File: src/rtl/parking_gate_arbiter.sv
// parking_gate_arbiter
//   Shares one barrier gate between the entry and exit lanes of the lot and
//   owns the regular / handicap free-space pools. One vehicle is served at a
//   time through an OPENING -> WAIT_PASS -> CLOSING cycle. Pool counts change
//   only when pass_sensor confirms that the vehicle has cleared the gate.
//
// Ports
//   clk, reset_n          clock (rising edge), asynchronous active-low reset
//   entry_req, entry_hc   entry vehicle present / holds a handicap permit
//   exit_req, exit_hc     exit vehicle present / was parked in the handicap pool
//   pass_sensor           1-cycle pulse: vehicle cleared the gate
//   gate_open             motor drive, 1 = open / hold open
//   entry_grant           1-cycle pulse: entry transaction started
//   exit_grant            1-cycle pulse: exit transaction started
//   entry_deny            1-cycle pulse: no space in any eligible pool
//   timeout               1-cycle pulse: no pass seen, transaction aborted
//   reg_free, hc_free     free-space counters
//   lot_full              both pools empty
//   busy                  a transaction is in flight
module parking_gate_arbiter #(
    parameter int REG_SPACES   = 20,
    parameter int HC_SPACES    = 5,
    parameter int CNT_W        = 5,
    parameter int MOVE_CYCLES  = 4,
    parameter int PASS_TIMEOUT = 16
) (
    input  logic             clk,
    input  logic             reset_n,
    input  logic             entry_req,
    input  logic             entry_hc,
    input  logic             exit_req,
    input  logic             exit_hc,
    input  logic             pass_sensor,
    output logic             gate_open,
    output logic             entry_grant,
    output logic             exit_grant,
    output logic             entry_deny,
    output logic             timeout,
    output logic [CNT_W-1:0] reg_free,
    output logic [CNT_W-1:0] hc_free,
    output logic             lot_full,
    output logic             busy
);

    localparam int TMR_MAX = (PASS_TIMEOUT > MOVE_CYCLES) ? PASS_TIMEOUT : MOVE_CYCLES;
    localparam int TMR_W   = $clog2(TMR_MAX + 1);

    localparam logic DIR_ENTRY = 1'b0;
    localparam logic DIR_EXIT  = 1'b1;

    typedef enum logic [1:0] {
        IDLE,
        OPENING,
        WAIT_PASS,
        CLOSING
    } state_e;

    state_e           state_q, state_d;
    logic [TMR_W-1:0] tmr_q, tmr_d;
    logic             gate_q, gate_d;
    logic             egrant_q, egrant_d;
    logic             xgrant_q, xgrant_d;
    logic             deny_q, deny_d;
    logic             tout_q, tout_d;
    logic [CNT_W-1:0] reg_q, reg_d;
    logic [CNT_W-1:0] hc_q, hc_d;
    logic             dir_q, dir_d;     // direction of the in-flight transaction
    logic             pool_q, pool_d;   // 1 = in-flight transaction uses hc pool
    logic             last_q, last_d;   // direction of the most recent grant

    // Entry eligibility: a permit holder prefers the hc pool and falls back
    // to the regular pool; everyone else may only use the regular pool.
    logic hc_ok, reg_ok, entry_ok, serve_entry;

    assign hc_ok    = entry_hc && (hc_q != '0);
    assign reg_ok   = (reg_q != '0);
    assign entry_ok = hc_ok || reg_ok;

    // Entry wins if it is alone, or on a conflict when exit went last.
    // An ineligible entry never wins, leaving the cycle free for exit.
    assign serve_entry = entry_req && entry_ok && (!exit_req || (last_q == DIR_EXIT));

    always_comb begin
        state_d  = state_q;
        tmr_d    = tmr_q;
        gate_d   = gate_q;
        egrant_d = 1'b0;
        xgrant_d = 1'b0;
        deny_d   = 1'b0;
        tout_d   = 1'b0;
        reg_d    = reg_q;
        hc_d     = hc_q;
        dir_d    = dir_q;
        pool_d   = pool_q;
        last_d   = last_q;

        case (state_q)
            IDLE: begin
                deny_d = entry_req && !entry_ok;
                if (serve_entry) begin
                    state_d  = OPENING;
                    tmr_d    = '0;
                    gate_d   = 1'b1;
                    egrant_d = 1'b1;
                    dir_d    = DIR_ENTRY;
                    pool_d   = hc_ok;
                    last_d   = DIR_ENTRY;
                end else if (exit_req) begin
                    state_d  = OPENING;
                    tmr_d    = '0;
                    gate_d   = 1'b1;
                    xgrant_d = 1'b1;
                    dir_d    = DIR_EXIT;
                    pool_d   = exit_hc;
                    last_d   = DIR_EXIT;
                end
            end

            OPENING: begin
                if (tmr_q == TMR_W'(MOVE_CYCLES - 1)) begin
                    state_d = WAIT_PASS;
                    tmr_d   = '0;
                end else begin
                    tmr_d = tmr_q + 1'b1;
                end
            end

            WAIT_PASS: begin
                if (pass_sensor) begin
                    state_d = CLOSING;
                    tmr_d   = '0;
                    gate_d  = 1'b0;
                    // Guards keep counters from wrapping; a full-pool exit is dropped.
                    if (dir_q == DIR_ENTRY) begin
                        if (pool_q) begin
                            if (hc_q != '0) hc_d = hc_q - 1'b1;
                        end else begin
                            if (reg_q != '0) reg_d = reg_q - 1'b1;
                        end
                    end else begin
                        if (pool_q) begin
                            if (hc_q < CNT_W'(HC_SPACES)) hc_d = hc_q + 1'b1;
                        end else begin
                            if (reg_q < CNT_W'(REG_SPACES)) reg_d = reg_q + 1'b1;
                        end
                    end
                end else if (tmr_q == TMR_W'(PASS_TIMEOUT - 1)) begin
                    state_d = CLOSING;
                    tmr_d   = '0;
                    gate_d  = 1'b0;
                    tout_d  = 1'b1;
                end else begin
                    tmr_d = tmr_q + 1'b1;
                end
            end

            CLOSING: begin
                if (tmr_q == TMR_W'(MOVE_CYCLES - 1)) begin
                    state_d = IDLE;
                    tmr_d   = '0;
                end else begin
                    tmr_d = tmr_q + 1'b1;
                end
            end

            default: begin
                state_d = IDLE;
                tmr_d   = '0;
                gate_d  = 1'b0;
            end
        endcase
    end

    always_ff @(posedge clk or negedge reset_n) begin
        if (!reset_n) begin
            state_q  <= IDLE;
            tmr_q    <= '0;
            gate_q   <= 1'b0;
            egrant_q <= 1'b0;
            xgrant_q <= 1'b0;
            deny_q   <= 1'b0;
            tout_q   <= 1'b0;
            reg_q    <= CNT_W'(REG_SPACES);
            hc_q     <= CNT_W'(HC_SPACES);
            dir_q    <= DIR_ENTRY;
            pool_q   <= 1'b0;
            last_q   <= DIR_ENTRY;
        end else begin
            state_q  <= state_d;
            tmr_q    <= tmr_d;
            gate_q   <= gate_d;
            egrant_q <= egrant_d;
            xgrant_q <= xgrant_d;
            deny_q   <= deny_d;
            tout_q   <= tout_d;
            reg_q    <= reg_d;
            hc_q     <= hc_d;
            dir_q    <= dir_d;
            pool_q   <= pool_d;
            last_q   <= last_d;
        end
    end

    assign gate_open   = gate_q;
    assign entry_grant = egrant_q;
    assign exit_grant  = xgrant_q;
    assign entry_deny  = deny_q;
    assign timeout     = tout_q;
    assign reg_free    = reg_q;
    assign hc_free     = hc_q;
    assign lot_full    = (reg_q == '0) && (hc_q == '0);
    assign busy        = (state_q != IDLE);

endmodule

File: config.mk
export PLATFORM = sky130hd
export DESIGN_NAME = parking_gate_arbiter
export DESIGN_NICKNAME = d
export VERILOG_FILES = /design/src/rtl/parking_gate_arbiter.sv
export SDC_FILE = /design/constraint.sdc
export NUM_CORES = 1
export LEC_CHECK = 0
export BUFFER_PORTS_ARGS = -buffer_cell sky130_fd_sc_hd__clkbuf_2
export CORE_ASPECT_RATIO = 1.25
export CORE_MARGIN = 10
export CORE_UTILIZATION = 45
export CTS_CLUSTER_DIAMETER = 100
export DETAILED_ROUTE_END_ITERATION = 12
export PLACE_DENSITY = 0.64
export SLEW_MARGIN = 25
export SYNTH_ARGS = -nofsm -noshare
export SYNTH_HDL_FRONTEND = slang
export SYNTH_SLANG_ARGS = --single-unit
File: constraint.sdc
create_clock -name clk -period 2.2 [get_ports clk]
set_input_delay 0.11 -clock clk [delete_from_list [all_inputs] [get_ports clk]]
set_output_delay 0.11 -clock clk [all_outputs]
set_load 0.1 [all_outputs]
==> flow_metrics.py, run 1 <==
metrics = {
    "timing": {
        "worst_pin_slew_ns": 0.6122,
        "fin_crit_sh": 0.8843,
        "slew_violations": 0,
        "setup_tns_ns": 0,
        "clock.fmax_mhz": 514.0,
        "hold-worst-slack_ns": 0.1030,
        "max-slew-margin-rel": 0.5919,
        "finalHoldViolations": 0,
        "rsz0062_at_grt": "no",
        "setup_violations": 0,
        "final.min_clock_period_ns": 1.946,
        "finalClockSkew_ns": 0.009124,
    },
    "global_routing": {
        "gr-total-overflow": 0,
        "met2_usage": 0.2018,
        "grt_max_degree": 25,
        "grt_pass1_wl_um": 5720,
        "use_met3": 0.02591,
        "grt_usage": 0.1126,
        "grt_antenna_before_repair": 0,
        "grt-busiest-layer": "met2",
        "use_met1": 0.1191,
        "grt_pass1_vias": 1253,
    },
    "clocking": {
        "cts_buffer_depth": 2,
        "clkSinkCount": 24,
        "cts-buffers-inserted": 3,
        "cts-root-buf": "clkbuf_8",
        "cts_setup_buffers": 0,
        "clk_pin_slew_ns": 0.09,
        "insertion_delay_ns": 0.28,
        "htreeDepth": 1,
        "holdBufCountCts": 1,
        "cts_tree": "yes",
        "cts_resized": 0,
    },
    "die": {
        "floorplan.die_area_um2": 6020,
        "core_um2": 3194,
        "rows": 23,
        "ios": 24,
        "fp.dieW_um": 71.43,
        "die_h_um": 84.29,
        "start_util": 0.4657,
    },
    "finish": {
        "drive_above_1_share": 0.2874,
        "final.fill_count": 289,
        "instances_no_fill": 211,
        "n_antenna_cell": 0,
        "syn_to_final_growth_pct": 17.33,
        "layout.nets": 197,
        "post-route-util": 0.5464,
    },
    "worst_setup_path": {
        "cp.arrival_ns": 1.84,
        "r2r_slack_ns": 0.36,
        "worstPathMaxFanout": 4,
        "reg2reg_depth": 5,
        "critPathKind": "flip-flop to output port",
        "r2r-start": "reg_free[4]",
        "start_kind": "flip-flop",
        "critical_path.max_stage_delay_ns": 0.46,
        "crit_required_ns": 2.09,
        "worstPathCellList": "nor4_4 > nand2b_1 > nor2_4 > clkbuf_2",
        "reg2reg_to": "state_q[1]",
        "crit_path_end_kind": "output port",
        "critPathSlowestCell": "clkbuf_2",
    },
    "routing": {
        "drt_iter0_drc": 54,
        "wl_per_cell_um": 15.58,
        "drc": 0,
        "dr.pass1.iters": 4,
        "vias": 1175,
        "viasPerCell": 5.569,
        "postRouteWirelength_um": 3288,
        "ant_nets": 0,
    },
    "placement": {
        "dp_hpwl_um": 2570,
        "place.gp.congestion": 0.7887,
        "portBuffers": 23,
        "dp_cells": 206,
    },
    "synthesis": {
        "ys_seq_area_frac": 0.4071,
        "ys_warn_count": 0,
        "synth_cells": 144,
        "post_synth.cell_area_avg_um2": 10.33,
        "ys_ff_latch": 24,
        "synth_area_um2": 1488,
        "synth_nets": 166,
        "yosysUniqueCellTypes": 40,
    },
    "worst_hold_path": {
        "hold-path-endpoint": "entry_deny",
        "min_from": "entry_req",
        "hold_path_class": "input pin to flip-flop",
        "min_path_cells": 2,
    },
    "flow_run": {
        "drv_cap": 0,
    },
    "outcome": {
        "outcome": "finished clean",
    },
}
-- registers in the layout (all words and copies together) (netlist names) --
signal       count
entry_deny       1
gate_open        1
tmr_q            5
exit_grant       1
reg_free         5
hc_free          5
state_q          2
timeout          1
pool_q           1
last_q           1
entry_grant      1
-- per-layer routing --
metal / vias up / part of all wire
met5: - / 0
met1: 572 / 0.40
li1: 569 / -
met4: 0 / 0.022
met2: 24 / 0.53
met3: 10 / 0.046
-- metrics by stage --
step | setup WS (ns) | instance area [µm²]
3_5_place_dp | 0.3642 | 1680
4_1_cts | 0.2362 | 1745
5_1_grt | 0.1405 | 1745
6_report | 0.2545 | 1745
3_3_place_gp | 0.3774 | 1680
2_1_floorplan | 0.004091 | 1498
-- cells in the final DEF (no fill, tap or decap), types with 4 or more instances in the layout --
master and n:
mux2_2 4, clkbuf_2 23, o21ai_0 8, dfrtp_1 18, dfstp_2 4, a21o_1 5
a21oi_1 8, clkbuf_8 4, xnor2_1 7, nand2_1 12, inv_1 10, ha_1 13
buf_4 4, nor2_1 11
-- Yosys cell counts --
cell type	number	area [µm²]
dfrtp_1	20	500.5
o22ai_1	3	18.77
nand2b_1	2	12.51
nand4b_2	1	15.01
nor3_2	1	10.01
mux2_4	1	15.01
a21oi_4	1	16.27
nand2_1	12	45.04
a211oi_1	1	7.510
o21ai_2	1	8.760
o31ai_1	1	7.510
a31oi_1	3	18.77
and3_1	2	12.51
o21ai_0	8	40.04
a2bb2oi_1	1	8.760
xor2_1	3	26.28
nor4b_1	1	8.760
nor2_1	12	45.04
dfstp_2	4	105.1
a21o_1	5	37.54
nor3_1	2	10.01
and4b_1	1	10.01
nor2b_1	1	6.260
a32o_1	1	10.01
o211a_4	1	17.52
buf_2	1	5.000
fa_1	2	40.04
mux2_2	4	45.04
nor4_4	1	21.27
and2_1	1	6.260
a21oi_1	8	40.04
o211ai_1	1	7.510
ha_1	13	162.7
clkbuf_1	1	3.750
nand3_1	2	10.01
or2_2	1	6.260
o21a_1	1	7.510
o32a_1	2	20.02
xnor2_1	7	61.31
inv_1	10	37.54
-- worst max-delay path: cells and delay by family (launching register included) --
| kind | cells | cell delay [ns] |
|---|---|---|
| and+or+nand+nor | 3 | 0.66 |
| buffers and inverters | 1 | 0.46 |
| DFF | 1 | 0.45 |
-- worst max-delay path by stage --
stage,start,to,slack [ns],depth (start not counted)
after CTS,hc_free[4],lot_full,0.24,4
after global routing,hc_free[4],lot_full,0.14,4
after floorplan,state_q[0],state_q[1],0.004,7
final,hc_free[4],lot_full,0.25,4
after detailed placement,last_q,hc_free[4],0.36,7
after global placement,reg_free[4],pool_q,0.38,5
-- cell type report --
cell class | count | area, µm² | area share
Inverter | 10 | 37.54 | 0.02151
Clock buffer | 4 | 55.05 | 0.03154
Sequential cell | 24 | 608.1 | 0.3484
Multi-Input combinational cell | 108 | 843.3 | 0.4832
Tap cell | 37 | 46.29 | 0.02652
Timing Repair Buffer | 28 | 155.1 | 0.08889
-- kinds of logic (layout without fill, tap and decap cells) --
logic type,count (synthesis),count (layout),share of synthesized area
adder cells (fa/ha/maj),15,15,0.1363
buffers and inverters,12,42,0.03112
XOR/XNOR,10,10,0.05888
AO/OA/AOI/OAI,38,38,0.1792
flip-flops,24,24,0.4071
multiplexers,5,5,0.04036
AND/OR/NAND/NOR,40,40,0.1472
Power of run 1 is not shown: default switching activity piles up to over one toggle a cycle in this logic, so the estimate is an artifact.
==> run 2: changes to the inputs <==
- CORE_MARGIN: 10 -> 4
- CORE_UTILIZATION: 45 -> 50
- PLACE_DENSITY: 0.64 -> 0.7
==> run 2 against run 1 <==
Net effect: non-clock buffer count is 1 lower; first-iteration DRC count is 44% lower; utilization is 7.5 points higher; hold slack worse by 0.042 ns.
==> flow_metrics.py, run 2 (same netlist as run 1, synthesis figures left out) <==
metrics = {
    "clocking": {
        "cts-buffers-inserted": 3,
        "cts-root-buf": "clkbuf_4",
        "clk_pin_slew_ns": 0.13,
        "cts_tree": "yes",
        "htreeDepth": 1,
        "cts_resized": 0,
        "insertion_delay_ns": 0.31,
        "cts_buffer_depth": 2,
        "clkSinkCount": 24,
    },
    "placement": {
        "dp_cells": 202,
        "portBuffers": 23,
        "dp_hpwl_um": 2418,
        "place.gp.congestion": 0.7893,
    },
    "worst_setup_path": {
        "worstPathMaxFanout": 4,
        "start_kind": "flip-flop",
        "cp.depth": 4,
        "critPathSlowestCell": "dfrtp_1",
        "r2r_slack_ns": 0.32,
        "critPathKind": "flip-flop to output port",
        "crit_path_end_kind": "output port",
        "crit_buf_inv": 1,
        "worstPathCellList": "nor4_4 > nand2b_1 > nor2_4 > clkbuf_2",
        "reg2reg_to": "hc_free[4]",
        "crit_required_ns": 2.09,
        "cp.arrival_ns": 1.93,
        "critical-path-top-delay-family": "simple AND/OR/NAND/NOR gates",
        "cp-startpoint": "hc_free[4]",
        "reg2reg_depth": 7,
        "crit_end": "lot_full",
        "critical_path.max_stage_delay_ns": 0.47,
        "r2r-start": "last_q",
    },
    "routing": {
        "wl_per_cell_um": 14.63,
        "drc": 0,
        "postRouteWirelength_um": 3028,
        "drt_iter0_drc": 30,
        "dr.pass1.iters": 4,
        "viasPerCell": 5.676,
        "vias": 1175,
        "ant_nets": 0,
    },
    "finish": {
        "final_common_cell": "clkbuf_2",
        "final_cell_mix": "clkbuf_2 (23), dfrtp_1 (18), ha_1 (13)",
        "syn_to_final_growth_pct": 15.31,
        "instances_no_fill": 207,
        "multi_input_area_um2": 843.3,
        "final.fill_count": 252,
        "drive_above_1_share": 0.2832,
        "layout.nets": 196,
        "regArea_um2": 608.1,
        "n_antenna_cell": 0,
    },
    "timing": {
        "finalHoldViolations": 0,
        "rsz0062_at_grt": "no",
        "setup_tns_ns": 0,
        "max-slew-margin-rel": 0.6082,
        "finalClockSkew_ns": 0.001389,
        "final.min_clock_period_ns": 2.037,
        "setup_violations": 0,
        "fin_crit_sh": 0.9259,
        "slew_violations": 0,
        "worst_pin_slew_ns": 0.5876,
        "clock.fmax_mhz": 490.9,
    },
    "die": {
        "start_util": 0.5392,
        "ios": 24,
        "die_h_um": 68.99,
        "core_um2": 2759,
        "floorplan.die_area_um2": 3918,
        "rows": 21,
        "fp.dieW_um": 56.79,
    },
    "global_routing": {
        "grt_usage": 0.1806,
        "grt_pass1_vias": 1265,
        "grt_antenna_before_repair": 0,
        "grt_max_degree": 25,
        "grt_pass1_wl_um": 5457,
        "gr-total-overflow": 0,
    },
    "outcome": {
        "outcome": "finished clean",
    },
    "worst_hold_path": {
        "hold_path_class": "input pin to flip-flop",
    },
    "flow_run": {
        "drv_cap": 0,
    },
}
## run 2: cell count changes in the layout (fill, tap and decap cells not counted), sizes merged
cell  delta
buf      -1
## run 2: worst min path at each step
stage / startpoint / to / slack (ns) / cells after the start
floorplan: reset_n / entry_deny / -0.19 / 0
finish: exit_req / exit_grant / 0.06 / 3
global route: exit_req / exit_grant / 0.06 / 3
global placement: reset_n / tmr_q[3] / 0.14 / 1
detailed placement: reset_n / tmr_q[2] / 0.15 / 1
CTS: exit_req / exit_grant / 0.06 / 3
## run 2: cell type report
type                       count  area share
clock buffer                   4     0.02115
inverter                      10     0.02188
multi-input combinational    108      0.4916
sequential                    24      0.3545
tap                           34     0.02480
timing repair buffer          27     0.08607
## run 2: timing repair
action	CTS	global route
buffers inserted	0	0
endpoints found under the hold margin	20	0
hold buffers	1	0
## run 2: metrics by stage
stage	hold slack, ns	instance area, µm²	worst slack [ns]	utilization
floorplan	-0.1856	1498	0.004091	-
global placement	0.1445	1669	0.4383	0.6050
detailed placement	0.1479	1669	0.3421	0.6050
CTS	0.05673	1715	0.1473	0.6218
global route	0.05618	1715	0.09921	0.6218
finish	0.06082	1715	0.1631	0.6218
## run 2: routing by layer
| metal | up-vias | wire, µm | track usage |
|---|---|---|---|
| li1 | 570 | - | - |
| met1 | 585 | 1186 | 0.1828 |
| met2 | 15 | 1712 | 0.3627 |
| met3 | 5 | 85 | 0.02607 |
| met4 | 0 | 45 | 0.08696 |
| met5 | - | 0 | 0 |
## run 2: worst min-delay path, stage by stage
cell	delay (ns)
clkbuf_2	0.12
inv_1	0.08
a211oi_1	0.05
Power of run 2 is left out for the same reason.
